[config.mk]
export PLATFORM = sky130hd
export DESIGN_NAME = keypad_scanner_4x4
export DESIGN_NICKNAME = d
export VERILOG_FILES = /design/src/rtl/keypad_pkg.sv /design/src/rtl/scan_tick_gen.sv /design/src/rtl/keypad_scanner_4x4.sv
export SDC_FILE = /design/constraint.sdc
export NUM_CORES = 1
export LEC_CHECK = 0
export CORE_UTILIZATION = 23
export DETAILED_ROUTE_END_ITERATION = 8
export GPL_TIMING_DRIVEN = 0
export PLACE_DENSITY = 0.49
export SYNTH_ARGS = -nofsm -noshare
export SYNTH_HDL_FRONTEND = slang
export SYNTH_SLANG_ARGS = --single-unit
export TNS_END_PERCENT = 100
[constraint.sdc]
create_clock -name i_clk -period 1.9 [get_ports i_clk]
set_input_delay 0.19 -clock i_clk [delete_from_list [all_inputs] [get_ports i_clk]]
set_output_delay 0.19 -clock i_clk [all_outputs]
set_load 0.02 [all_outputs]
[src/rtl/keypad_pkg.sv]
// Shared types and helpers for the 4x4 keypad scanner.
// The optional auto-repeat feature is enabled by defining KEYPAD_REPEAT_EN.
package keypad_pkg;

  typedef enum logic [1:0] {
    SCAN     = 2'd0,
    DEBOUNCE = 2'd1,
    HELD     = 2'd2
  } kp_state_t;

  typedef logic [3:0] key_code_t;

  localparam logic [3:0] COL_RESET = 4'b1110;

  // Returns {key_present, row_idx}; the lowest-index low row wins.
  function automatic logic [2:0] row_decode(input logic [3:0] rows);
    row_decode = 3'b000;
    for (int i = 3; i >= 0; i--) begin
      if (!rows[i]) row_decode = {1'b1, 2'(i)};
    end
  endfunction

  function automatic logic [1:0] col_index(input logic [3:0] col);
    case (col)
      4'b1110: col_index = 2'd0;
      4'b1101: col_index = 2'd1;
      4'b1011: col_index = 2'd2;
      4'b0111: col_index = 2'd3;
      default: col_index = 2'd0;
    endcase
  endfunction

endpackage

[src/rtl/scan_tick_gen.sv]
// Free-running prescaler producing a one-cycle tick every 2**SCAN_DIV_W clocks.
// Part of keypad_scanner_4x4 (optional feature macro: KEYPAD_REPEAT_EN, unused here).
module scan_tick_gen #(
  parameter int SCAN_DIV_W = 17
) (
  input  logic i_clk,
  input  logic i_reset,
  output logic o_tick
);

  logic [SCAN_DIV_W-1:0] prescaler_q;
  logic [SCAN_DIV_W-1:0] prescaler_d;

  always_comb begin
    prescaler_d = prescaler_q + SCAN_DIV_W'(1);
  end

  always_ff @(posedge i_clk) begin
    if (i_reset) prescaler_q <= '0;
    else         prescaler_q <= prescaler_d;
  end

  assign o_tick = &prescaler_q;

endmodule

[src/rtl/keypad_scanner_4x4.sv]
// 4x4 active-low keypad scanner with tick-based press/release debounce.
// Define KEYPAD_REPEAT_EN to re-strobe o_key_valid while a key stays held.
module keypad_scanner_4x4
  import keypad_pkg::*;
#(
  parameter int SCAN_DIV_W     = 17,
  parameter int DEBOUNCE_SCANS = 4,
  parameter int REPEAT_DELAY   = 50,
  parameter int REPEAT_PERIOD  = 10
) (
  input  logic       i_clk,
  input  logic       i_reset,
  input  logic [3:0] i_row,
  output logic [3:0] o_col,
  output logic [3:0] o_key_code,
  output logic       o_key_valid,
  output logic       o_key_pressed
);

  // Period normally sits below the delay, so it rarely widens the counters.
  localparam int CNT_MAX0 = (DEBOUNCE_SCANS > REPEAT_DELAY) ? DEBOUNCE_SCANS : REPEAT_DELAY;
  localparam int CNT_MAX  = (CNT_MAX0 > REPEAT_PERIOD) ? CNT_MAX0 : REPEAT_PERIOD;
  localparam int CNT_W    = $clog2(CNT_MAX + 1);

  typedef logic [CNT_W-1:0] cnt_t;

  localparam cnt_t CNT_SAT = cnt_t'(CNT_MAX);
  localparam cnt_t DS_M1   = cnt_t'(DEBOUNCE_SCANS - 1);

  function automatic cnt_t sat_inc(input cnt_t v);
    return (v == CNT_SAT) ? v : v + cnt_t'(1);
  endfunction

  logic       tick;
  logic [3:0] row_meta_q, rows_s_q;
  logic [3:0] col_q, col_d;
  kp_state_t  state_q, state_d;
  key_code_t  cand_q, cand_d;
  key_code_t  key_code_q, key_code_d;
  cnt_t       dcnt_q, dcnt_d;
  cnt_t       rcnt_q, rcnt_d;
  logic       key_valid_q, key_valid_d;
  logic       key_pressed_q, key_pressed_d;
  logic [2:0] row_hit;
  key_code_t  code_now;
  logic [3:0] col_next;

`ifdef KEYPAD_REPEAT_EN
  localparam cnt_t RD_M1 = cnt_t'(REPEAT_DELAY - 1);
  localparam cnt_t RP_M1 = cnt_t'(REPEAT_PERIOD - 1);
  cnt_t rpt_cnt_q, rpt_cnt_d;
  logic rep_done_q, rep_done_d;
`endif

  scan_tick_gen #(.SCAN_DIV_W(SCAN_DIV_W)) u_tick (
    .i_clk   (i_clk),
    .i_reset (i_reset),
    .o_tick  (tick)
  );

  assign row_hit  = row_decode(rows_s_q);
  assign code_now = {col_index(col_q), row_hit[1:0]};
  assign col_next = {col_q[2:0], col_q[3]};

  always_comb begin
    col_d         = col_q;
    state_d       = state_q;
    cand_d        = cand_q;
    key_code_d    = key_code_q;
    dcnt_d        = dcnt_q;
    rcnt_d        = rcnt_q;
    key_valid_d   = 1'b0;
    key_pressed_d = key_pressed_q;
`ifdef KEYPAD_REPEAT_EN
    rpt_cnt_d     = rpt_cnt_q;
    rep_done_d    = rep_done_q;
`endif
    if (tick) begin
      case (state_q)
        SCAN: begin
          if (row_hit[2]) begin
            cand_d  = code_now;
            dcnt_d  = cnt_t'(1);
            state_d = DEBOUNCE;
          end else begin
            col_d = col_next;
          end
        end
        DEBOUNCE: begin
          if (row_hit[2] && (code_now == cand_q)) begin
            dcnt_d = sat_inc(dcnt_q);
            if (dcnt_q >= DS_M1) begin
              key_code_d    = cand_q;
              key_valid_d   = 1'b1;
              key_pressed_d = 1'b1;
              rcnt_d        = '0;
              state_d       = HELD;
`ifdef KEYPAD_REPEAT_EN
              rpt_cnt_d     = '0;
              rep_done_d    = 1'b0;
`endif
            end
          end else begin
            dcnt_d  = '0;
            col_d   = col_next;
            state_d = SCAN;
          end
        end
        HELD: begin
          if (row_hit[2]) begin
            rcnt_d = '0;
`ifdef KEYPAD_REPEAT_EN
            // First repeat waits the long delay, later ones the short period.
            if ((!rep_done_q && rpt_cnt_q >= RD_M1) || (rep_done_q && rpt_cnt_q >= RP_M1)) begin
              key_valid_d = 1'b1;
              rpt_cnt_d   = '0;
              rep_done_d  = 1'b1;
            end else begin
              rpt_cnt_d = sat_inc(rpt_cnt_q);
            end
`endif
          end else begin
`ifdef KEYPAD_REPEAT_EN
            rpt_cnt_d  = '0;
            rep_done_d = 1'b0;
`endif
            if (rcnt_q >= DS_M1) begin
              rcnt_d        = '0;
              key_pressed_d = 1'b0;
              col_d         = col_next;
              state_d       = SCAN;
            end else begin
              rcnt_d = sat_inc(rcnt_q);
            end
          end
        end
        default: begin
          state_d = SCAN;
        end
      endcase
    end
  end

  always_ff @(posedge i_clk) begin
    if (i_reset) begin
      row_meta_q    <= 4'hF;
      rows_s_q      <= 4'hF;
      col_q         <= COL_RESET;
      state_q       <= SCAN;
      cand_q        <= '0;
      key_code_q    <= '0;
      dcnt_q        <= '0;
      rcnt_q        <= '0;
      key_valid_q   <= 1'b0;
      key_pressed_q <= 1'b0;
    end else begin
      row_meta_q    <= i_row;
      rows_s_q      <= row_meta_q;
      col_q         <= col_d;
      state_q       <= state_d;
      cand_q        <= cand_d;
      key_code_q    <= key_code_d;
      dcnt_q        <= dcnt_d;
      rcnt_q        <= rcnt_d;
      key_valid_q   <= key_valid_d;
      key_pressed_q <= key_pressed_d;
    end
  end

`ifdef KEYPAD_REPEAT_EN
  always_ff @(posedge i_clk) begin
    if (i_reset) begin
      rpt_cnt_q  <= '0;
      rep_done_q <= 1'b0;
    end else begin
      rpt_cnt_q  <= rpt_cnt_d;
      rep_done_q <= rep_done_d;
    end
  end
`endif

  assign o_col         = col_q;
  assign o_key_code    = key_code_q;
  assign o_key_valid   = key_valid_q;
  assign o_key_pressed = key_pressed_q;

endmodule
# After elaboration in Yosys (flattened, before gate mapping)
# Cells that the tools add are included.
[op_classes] add_sub_neg=3 bitwise_logic=3 multipliers=0 n_div=0 n_eq_ne=18 n_reduce_logical=14 order_cmp=2 shift=0 n_mux=32
[op_table] cell="2-to-1 mux 6 bit" n=8
[op_table] cell="AND reduction 22 bit" n=2
[op_table] cell="AND reduction 21 bit" n=2
[op_table] cell="AND reduction 20 bit" n=2
[op_table] cell="one-hot mux 6 bit (2 select lines)" n=2
[op_table] cell="AND reduction 19 bit" n=1
[op_table] cell="adder 17 x 1 -> 17 bit (second input constant)" n=1
[op_table] cell="AND reduction 17 bit" n=1
[op_table] cell="2-to-1 mux 4 bit" n=4
[op_table] cell="!= test 2 bit (second input constant)" n=7
[op_table] cell="adder 6 x 1 -> 6 bit (second input constant)" n=2
[op_table] cell="equality test 6 bit (second input constant)" n=2
[op_table] cell=">= comparator 6 x 2 -> 1 bit (second input constant)" n=2
[op_table] cell="2-to-1 mux 3 bit" n=4
[op_table] cell="one-hot mux 2 bit (3 select lines)" n=2
[op_table] cell="one-hot mux 4 bit (3 select lines)" n=1
[op_table] cell="2-to-1 mux 2 bit" n=5
[op_table] cell="equality test 4 bit (second input constant)" n=2
[op_table] cell="!= test 3 bit (second input constant)" n=2
[op_table] cell="2-to-1 mux 1 bit" n=5
[op_table] cell="equality test 4 x 3 -> 1 bit (second input constant)" n=1
[op_table] cell="equality test 4 bit" n=1
[op_table] cell="!= test 4 bit (second input constant)" n=1
[op_table] cell="nonzero test 2 bit" n=2
[op_table] cell="8 further kinds" n=10
[word_totals] ramBits=0 word_cells=83 output_inout_bits=10 in_bits=6 reg_bits=53 mem_count=0 latch_bits=0 mem_bits_ro=0

# Logic depth before layout (Yosys ltp)
# Gate-level depths: netlist of run 1.
[depth] word_depth=8 ltp_mapped=8 ltp_nobuf=7

# Hierarchy
# Synthesis of run 1 repeated with hierarchy kept, for this count alone.
[hier_totals] cells_unflattened=284 area_unflattened_um2=2591.2
[modules_own_cells] module="keypad_scanner_4x4" cells_each=205 seq_area_each_um2=720.7 area_each_um2=1813.0 n_inst=1
[modules_own_cells] module="scan_tick_gen" cells_each=79 seq_area_each_um2=340.3 area_each_um2=778.2 n_inst=1

# Worst setup path before layout of run 1
# Ideal clock, no wire load.
[synth_timing] path_kind="register -> register" start="register col_q[3] (netlist: o_col[3])" end="register dcnt_q[1]" t_arrival_ns=1.852 setup_time_ns=0.121 required_ns=1.779 period_less_slack_ns=1.972 path_stages_with_launch=8 n_path_buf=1 slack_ns=-0.072 path_cell_list="dfxtp_1 -> buf_6 -> nand2_1 -> nor4b_1 -> a41oi_2 -> a21o_2 -> o21ai_1 -> mux2_2"
[synth_via] elab_chain_len=6 word_cells_on_any_way=10 cone_classes="eq/ne (5); mux (3); reduce/logical (2)"
[synth_lines] item="start, declared" line="keypad_scanner_4x4.sv:36" text="logic [3:0] col_q, col_d;"
[synth_lines] item="start signal, assigned" line="keypad_scanner_4x4.sv:159" text="col_q <= col_d;"
[synth_lines] item="equality test 4 x 3 -> 1 bit / equality test 4 bit (equally long branches)" line="keypad_pkg.sv:24" text="case (col)"
[synth_lines] item="one-hot mux 2 bit (3 select lines) *" line="keypad_pkg.sv:24"
[synth_lines] item="equality test 4 bit *" line="keypad_scanner_4x4.sv:90" text="if (row_hit[2] && (code_now == cand_q)) begin"
[synth_lines] item="logical AND 1 bit *" line="keypad_scanner_4x4.sv:90"
[synth_lines] item="!= test 3 bit (no line) / 2-to-1 mux 6 bit (equally long branches)"
[synth_lines] item="AND reduction 20 bit (no line) / one-hot mux 6 bit (2 select lines) (equally long branches)"
[synth_lines] item="end signal, assigned" line="keypad_scanner_4x4.sv:163" text="dcnt_q <= dcnt_d;"
[synth_lines] item="end, declared" line="keypad_scanner_4x4.sv:40" text="cnt_t dcnt_q, dcnt_d;"
# Every way passes the cells marked *; elsewhere a longest branch is shown, timed or not.
# A chain may end at the register's enable or synchronous reset.

# Worst setup path in the final report of run 1
[layout_timing] start="register col_q[1] (netlist: o_col[1])" end="register dcnt_q[3]"
# The elaborated chain is that of the path after synthesis.

==> flow_summary_export.csv, run 1 <==
group,metric,value,unit
power,p_leak,1.090,nW
synthesis,ys.flop_type,"dfxtp_1",
floorplanning,core,10460,µm²
sta,clock.fmax,534.6,MHz
synthesis,synth.area.top_cells,"dfxtp_1 (42%), nor2_1 (4.9%), xor2_1 (4.2%)",
cts,numCtsBuffers,5,
synthesis,yosys_warnings,0,
worst_setup_path,arrival,2.09,ns
detailed_routing,final_antenna_net_count,0,
floorplanning,start_util,24.05,%
cts,clk_pin_slew,0.09,ns
power,p_per_area,632.6,nW/µm²
sta,finalSetupViolCount,0,
cts,htree_num_levels,2,
floorplanning,die_x,106.6,µm
cts,insertion_delay,0.30,ns
cells_and_area,nets,319,
detailed_routing,viasPerCell,4.619,
cells_and_area,final_cell_mix,"dfxtp_1 (38), nor2_1 (32), nand2_1 (20)",
detailed_routing,dr.pass1.iters,4,
cells_and_area,fill_cells,1134,
placement,io_buffers,14,
worst_setup_path,cp-start-kind,"flip-flop",
worst_setup_path,path_cells,"nand2b_4 -> mux2i_1 -> a41oi_2 -> a211o_1 -> buf_6 -> o31a_1 -> o31ai_2",
sta,rsz0062_at_grt,"yes",
detailed_routing,met2_length,2.766,mm
cts,cts_tree,"done",
detailed_routing,wl_met3,115,µm
sta,fin_hold_ws,0.4020,ns
sta,clock-skew-final,0.004982,ns
synthesis,netlist.area_leader.share,42.17,%
detailed_routing,wl_met1,2.775,mm
cts,cts_root_buf,"clkbuf_8",
sta,fin_crit_sh,98.45,%
cells_and_area,area_growth,26.26,%
placement,globalplace.congestion,0.7569,
worst_setup_path,cp_max_fo,8,
detailed_routing,drtIter0Drc,49,
worst_setup_path,max_stage_delay,0.39,ns
power,finalPower,2.010,mW
detailed_routing,top_layer,"met4",
worst_setup_path,criticalPathCategory,"flip-flop to flip-flop",
floorplanning,ios,16,
floorplanning,die_area,11360,µm²
sta,final_hold_viol_count,0,
synthesis,synth_cells,279,
synthesis,synth-seq-area-share,42.17,%
synthesis,yosys.area.top_type,"dfxtp_1",
cells_and_area,final_common_cell,"dfxtp_1",
placement,place_hpwl,3.916,mm
grt,grt_max_degree,16,
worst_setup_path,crit_buf_inv,1,
power,max-vdd-ir-drop,0.3177,mV
cells_and_area,n_antenna_cell,0,
grt,grt_usage,10.26,%
sta,maxSlewHeadroom,60.29,%
floorplanning,num_rows,37,
detailed_routing,route.vias.total,2051,
cts,hold_buffers,0,
worst_setup_path,critical_path_required,2.12,ns
synthesis,syn-mean-instance-area,9.019,µm²
cts,clk_path_buf_depth,2,
cells_and_area,drive_above_1_share,24.35,%
floorplanning,die_h,106.6,µm
sta,finalMaxSlewViolations,0,
synthesis,synth_area,2516,µm²
sta,worst_pin_slew,0.5956,ns
sta,min_period,1.871,ns
status,outcome,"completed",
grt,antenna_found_initial,0,
detailed_routing,wirelength,5.702,mm
sta,worst_slack,0.02940,ns
cts,clock_sinks,53,
flow_run,drv_cap,0,
synthesis,syn_nets,291,
placement,pre_cts_ws,-0.1567,ns
grt,grt_overflow,0,
worst_setup_path,endpoint_kind,"flip-flop",
worst_hold_path,hold_class,"input pin to flip-flop",
synthesis,ys_ff_latch,53,
worst_setup_path,slowest_stage,"dfxtp_4",
grt,grt_first_pass_wirelength,9.425,mm
cells_and_area,fin_util,30.36,%
worst_setup_path,worst_path_dominant_cell_family,"compound AO/OA/AOI/OAI gates",
grt,grt_pass1_vias,1939,
synthesis,ys_types,53,
synthesis,async_flop_share,0,%
detailed_routing,drc,0,
detailed_routing,wl_per_cell,12.84,µm
synthesis,synth_edf_count,0,
## path summary, 6_finish.rpt
| check | start | end | slack, ns | cells after the start |
|---|---|---|---|---|
| max | o_col[1] | dcnt_q[3] | 0.03 | 7 |
| min | i_reset | dcnt_q[1] | 0.40 | 3 |
| max reg2reg | o_col[1] | dcnt_q[3] | 0.03 | 7 |
| min reg2reg | row_meta_q[1] | rows_s_q[1] | 0.41 | 1 |
## cells in the mapped netlist, types with 2 or more instances
| master | number |
|---|---|
| nor2b_1 | 6 |
| nand3_1 | 17 |
| buf_2 | 2 |
| o31a_1 | 3 |
| ha_1 | 6 |
| mux2i_1 | 8 |
| nor4b_1 | 2 |
| nor3_1 | 7 |
| xnor2_1 | 4 |
| nand4_1 | 11 |
| nor2_1 | 33 |
| o21ai_1 | 2 |
| dfxtp_1 | 53 |
| and4_1 | 2 |
| nand2b_1 | 8 |
| clkbuf_1 | 6 |
| xor2_1 | 12 |
| o21ai_0 | 9 |
| nor3b_1 | 4 |
| o31ai_1 | 2 |
| and3_1 | 3 |
| nand2_1 | 21 |
| or2_2 | 10 |
| a21oi_1 | 13 |
| inv_1 | 6 |
| o31ai_2 | 2 |
## per-layer routing
metal | GRT usage (%) | vias up
li1 | - | 1054
met1 | 13.89 | 976
met2 | 16.64 | 14
met3 | 2.006 | 7
met4 | 2.642 | 0
met5 | 0 | -
## area by class of cell
cell class | count | area [µm²] | area share, %
repair buffers | 22 | 226.5 | 7.129
clock inverters | 1 | 30.03 | 0.9453
multi-input cells | 211 | 1511 | 47.58
inverters | 6 | 22.52 | 0.7089
clock buffers | 7 | 86.33 | 2.718
well taps | 136 | 170.2 | 5.356
plain buffers | 8 | 45.04 | 1.418
flip-flops and latches | 53 | 1085 | 34.15
## tightest hold or removal path: stages
cell,delay (ns)
clkbuf_1,0.20
nor2b_1,0.15
mux2_2,0.14
## report_power, final
group | internal [mW] | switching [mW]
sequential | 1.12 | 0.0122
clock | 0.430 | 0.363
combinational | 0.0353 | 0.0478
## registers in the layout, indices dropped and copies added (netlist names)
| register | cells |
|---|---|
| rows_s_q | 4 |
| o_key_valid | 1 |
| o_key_pressed | 1 |
| o_col | 4 |
| state_q | 2 |
| rcnt_q | 6 |
| cand_q | 4 |
| row_meta_q | 4 |
| u_tick.prescaler_q | 17 |
| o_key_code | 4 |
| dcnt_q | 6 |
## through the flow
stage / TNS, ns / instances / instance area [µm²]
detailed placement: -1.676 / 429 / 2834
CTS: 0 / 440 / 3040
finish: 0 / 444 / 3177
global placement: -1.252 / 429 / 2834
floorplan: 0 / 279 / 2524
global route: -0.1932 / 444 / 3177
## logic make-up after synthesis
family,share of synthesized area [%]
adder cells (fa/ha/maj),2.984
AND/OR/NAND/NOR,29.34
flip-flops,42.17
buffers and inverters,2.635
AO/OA/AOI/OAI,13.68
multiplexers,3.630
XOR/XNOR,5.569
## what timing repair did
action	in CTS	in global routing
gates resized for setup	13	36
cloned	1	0
setup endpoints to repair	26	27
pin swaps	5	5
buffers inserted	3	4
Power figures use the tool's default switching activity.
==> run 2: changes to the inputs <==
Settings changed: CTS_BUF_LIST from default to sky130_fd_sc_hd__clkbuf_8.
==> run 2 against run 1 <==
Effect of this change: largest power group unchanged; clock skew is essentially flat; first-iteration DRC count increased by 2.0%; design area unchanged; die area is the same; critical path type unchanged; sequential share of layout area is the same; hold slack better by 0.00059 ns; critical path depth unchanged; largest cell class unchanged; sequential cell count is the same.
==> flow_summary_export.csv, run 2 (synthesized netlist as in run 1, its figures left out) <==
group,metric,value,unit
cells_and_area,reg_top3,"u_tick.prescaler_q (17), dcnt_q (6), rcnt_q (6)",
floorplanning,ios,16,
grt,grt_first_pass_wirelength,9.425,mm
sta,finalSetupViolCount,0,
detailed_routing,drc,0,
power,p_comb_share,4.2,%
placement,post-place-cells,429,
cells_and_area,final_cell_mix,"dfxtp_1 (38), nor2_1 (32), nand2_1 (20)",
power,power_frac_clock,39.3,%
cts,numCtsBuffers,5,
cts,cts_tree,"done",
detailed_routing,route.vias.total,2028,
power,finalPower,2.005,mW
cells_and_area,area_growth,26.26,%
cts,cts_root_buf,"clkbuf_8",
cts,htree_num_levels,2,
cells_and_area,regMostFlops,"u_tick.prescaler_q",
power,switchingPower,0.4232,mW
detailed_routing,drtIter0Drc,50,
cells_and_area,nets,319,
cts,insertion_delay,0.30,ns
floorplanning,start_util,24.05,%
cells_and_area,multi_input_area,1511,µm²
worst_setup_path,critical_path_required,2.12,ns
cts,clk_path_buf_depth,2,
cells_and_area,drive_above_1_share,24.35,%
sta,worst_slack,0.02601,ns
sta,rsz0062_at_grt,"yes",
grt,grt_usage,10.26,%
grt,grt_pass1_vias,1939,
grt,grt_overflow,0,
power,power_frac_seq,56.5,%
power,p_int,1.581,mW
sta,clock.fmax,533.6,MHz
worst_setup_path,arrival,2.09,ns
placement,place_area,2834,µm²
floorplanning,core,10460,µm²
worst_setup_path,criticalPathCategory,"flip-flop to flip-flop",
cells_and_area,postLayoutCellArea,3177,µm²
worst_setup_path,cp_max_fo,8,
worst_setup_path,endpoint_kind,"flip-flop",
power,p_per_area,631.0,nW/µm²
floorplanning,die_x,106.6,µm
cells_and_area,final_common_cell,"dfxtp_1",
detailed_routing,final_antenna_net_count,0,
sta,clock-skew-final,0.005023,ns
cts,clk_pin_slew,0.09,ns
cts,hold_buffers,0,
placement,io_buffers,14,
floorplanning,num_rows,37,
cts,clock_sinks,53,
detailed_routing,wirelength,5.702,mm
power,max-vdd-ir-drop,0.3163,mV
cells_and_area,fill_cells,1134,
sta,final_hold_viol_count,0,
floorplanning,die_area,11360,µm²
placement,globalplace.congestion,0.7569,
placement,place_hpwl,3.916,mm
detailed_routing,dr.pass1.iters,4,
sta,worst_pin_slew,0.6129,ns
worst_hold_path,hold_class,"input pin to flip-flop",
detailed_routing,wl_per_cell,12.84,µm
flow_run,drv_cap,0,
sta,maxSlewHeadroom,59.14,%
cells_and_area,n_antenna_cell,0,
detailed_routing,viasPerCell,4.568,
grt,antenna_found_initial,0,
status,outcome,"completed",
sta,min_period,1.874,ns
grt,grt_max_degree,16,
power,p_leak,1.094,nW
sta,finalMaxSlewViolations,0,
cells_and_area,largest_reg_flops,17,
placement,pre_cts_ws,-0.1567,ns
worst_setup_path,cp-start-kind,"flip-flop",
power,netSwitchingFraction,21.11,%
sta,fin_crit_sh,98.63,%
cells_and_area,seq_area,1085,µm²
floorplanning,die_h,106.6,µm
sta,setup_tns,0,ns
cells_and_area,fin_cells,444,
==> run 2: cell types whose count changed in the layout (fill, tap and decap cells not counted) <==
cell      before  now
inv_1          6    7
clkbuf_1       7    6
==> run 2: area by class of cell <==
class	count	area share [%]
multi-input cells	211	47.58
flip-flops and latches	53	34.15
repair buffers	22	7.129
well taps	136	5.356
clock buffers	6	2.599
plain buffers	8	1.418
clock inverters	2	1.063
inverters	6	0.7089
==> run 2: power by group through the flow <==
stage | Clock (mW) | Combinational, mW | Sequential [mW]
floorplan | 0 | 0.0490 | 1.16
global placement | 0 | 0.0737 | 1.16
detailed placement | 0 | 0.0744 | 1.16
CTS | 0.813 | 0.0753 | 1.13
global route | 0.870 | 0.0934 | 1.14
finish | 0.788 | 0.0833 | 1.13
==> run 2: critical path, stage by stage, from the launching register on <==
cell,delay (ns)
dfxtp_4,0.39
nand2b_4,0.15
mux2i_1,0.15
a41oi_2,0.22
a211o_1,0.39
buf_6,0.15
o31a_1,0.28
o31ai_2,0.06
==> run 2: routing by layer <==
metal | global-route usage, % | wire, µm | vias to the layer above
li1 | - | - | 1052
met1 | 13.89 | 2777 | 954
met2 | 16.64 | 2788 | 17
met3 | 2.006 | 108 | 5
met4 | 2.642 | 28 | 0
met5 | 0 | 0 | -
==> run 2: timing repair <==
item	CTS	global route
setup buffers	3	4
cloned	1	0
resized for setup	13	36
pin swaps	5	5
setup endpoints to repair	26	27
==> run 2: final timing paths <==
check                startpoint     endpoint  slack (ns)  cells past startpoint
setup / recovery       o_col[1]    dcnt_q[3]        0.03                      7
hold / removal          i_reset    dcnt_q[1]        0.40                      3
setup reg to reg       o_col[1]    dcnt_q[3]        0.03                      7
hold reg to reg   row_meta_q[1]  rows_s_q[1]        0.41                      1
==> run 2: per-stage QoR <==
step	hold WS [ns]	util, %
2_1_floorplan	0.2938	-
3_3_place_gp	0.3945	27.09
3_5_place_dp	0.3947	27.09
4_1_cts	0.3880	29.06
5_1_grt	0.4237	30.36
6_report	0.4026	30.36
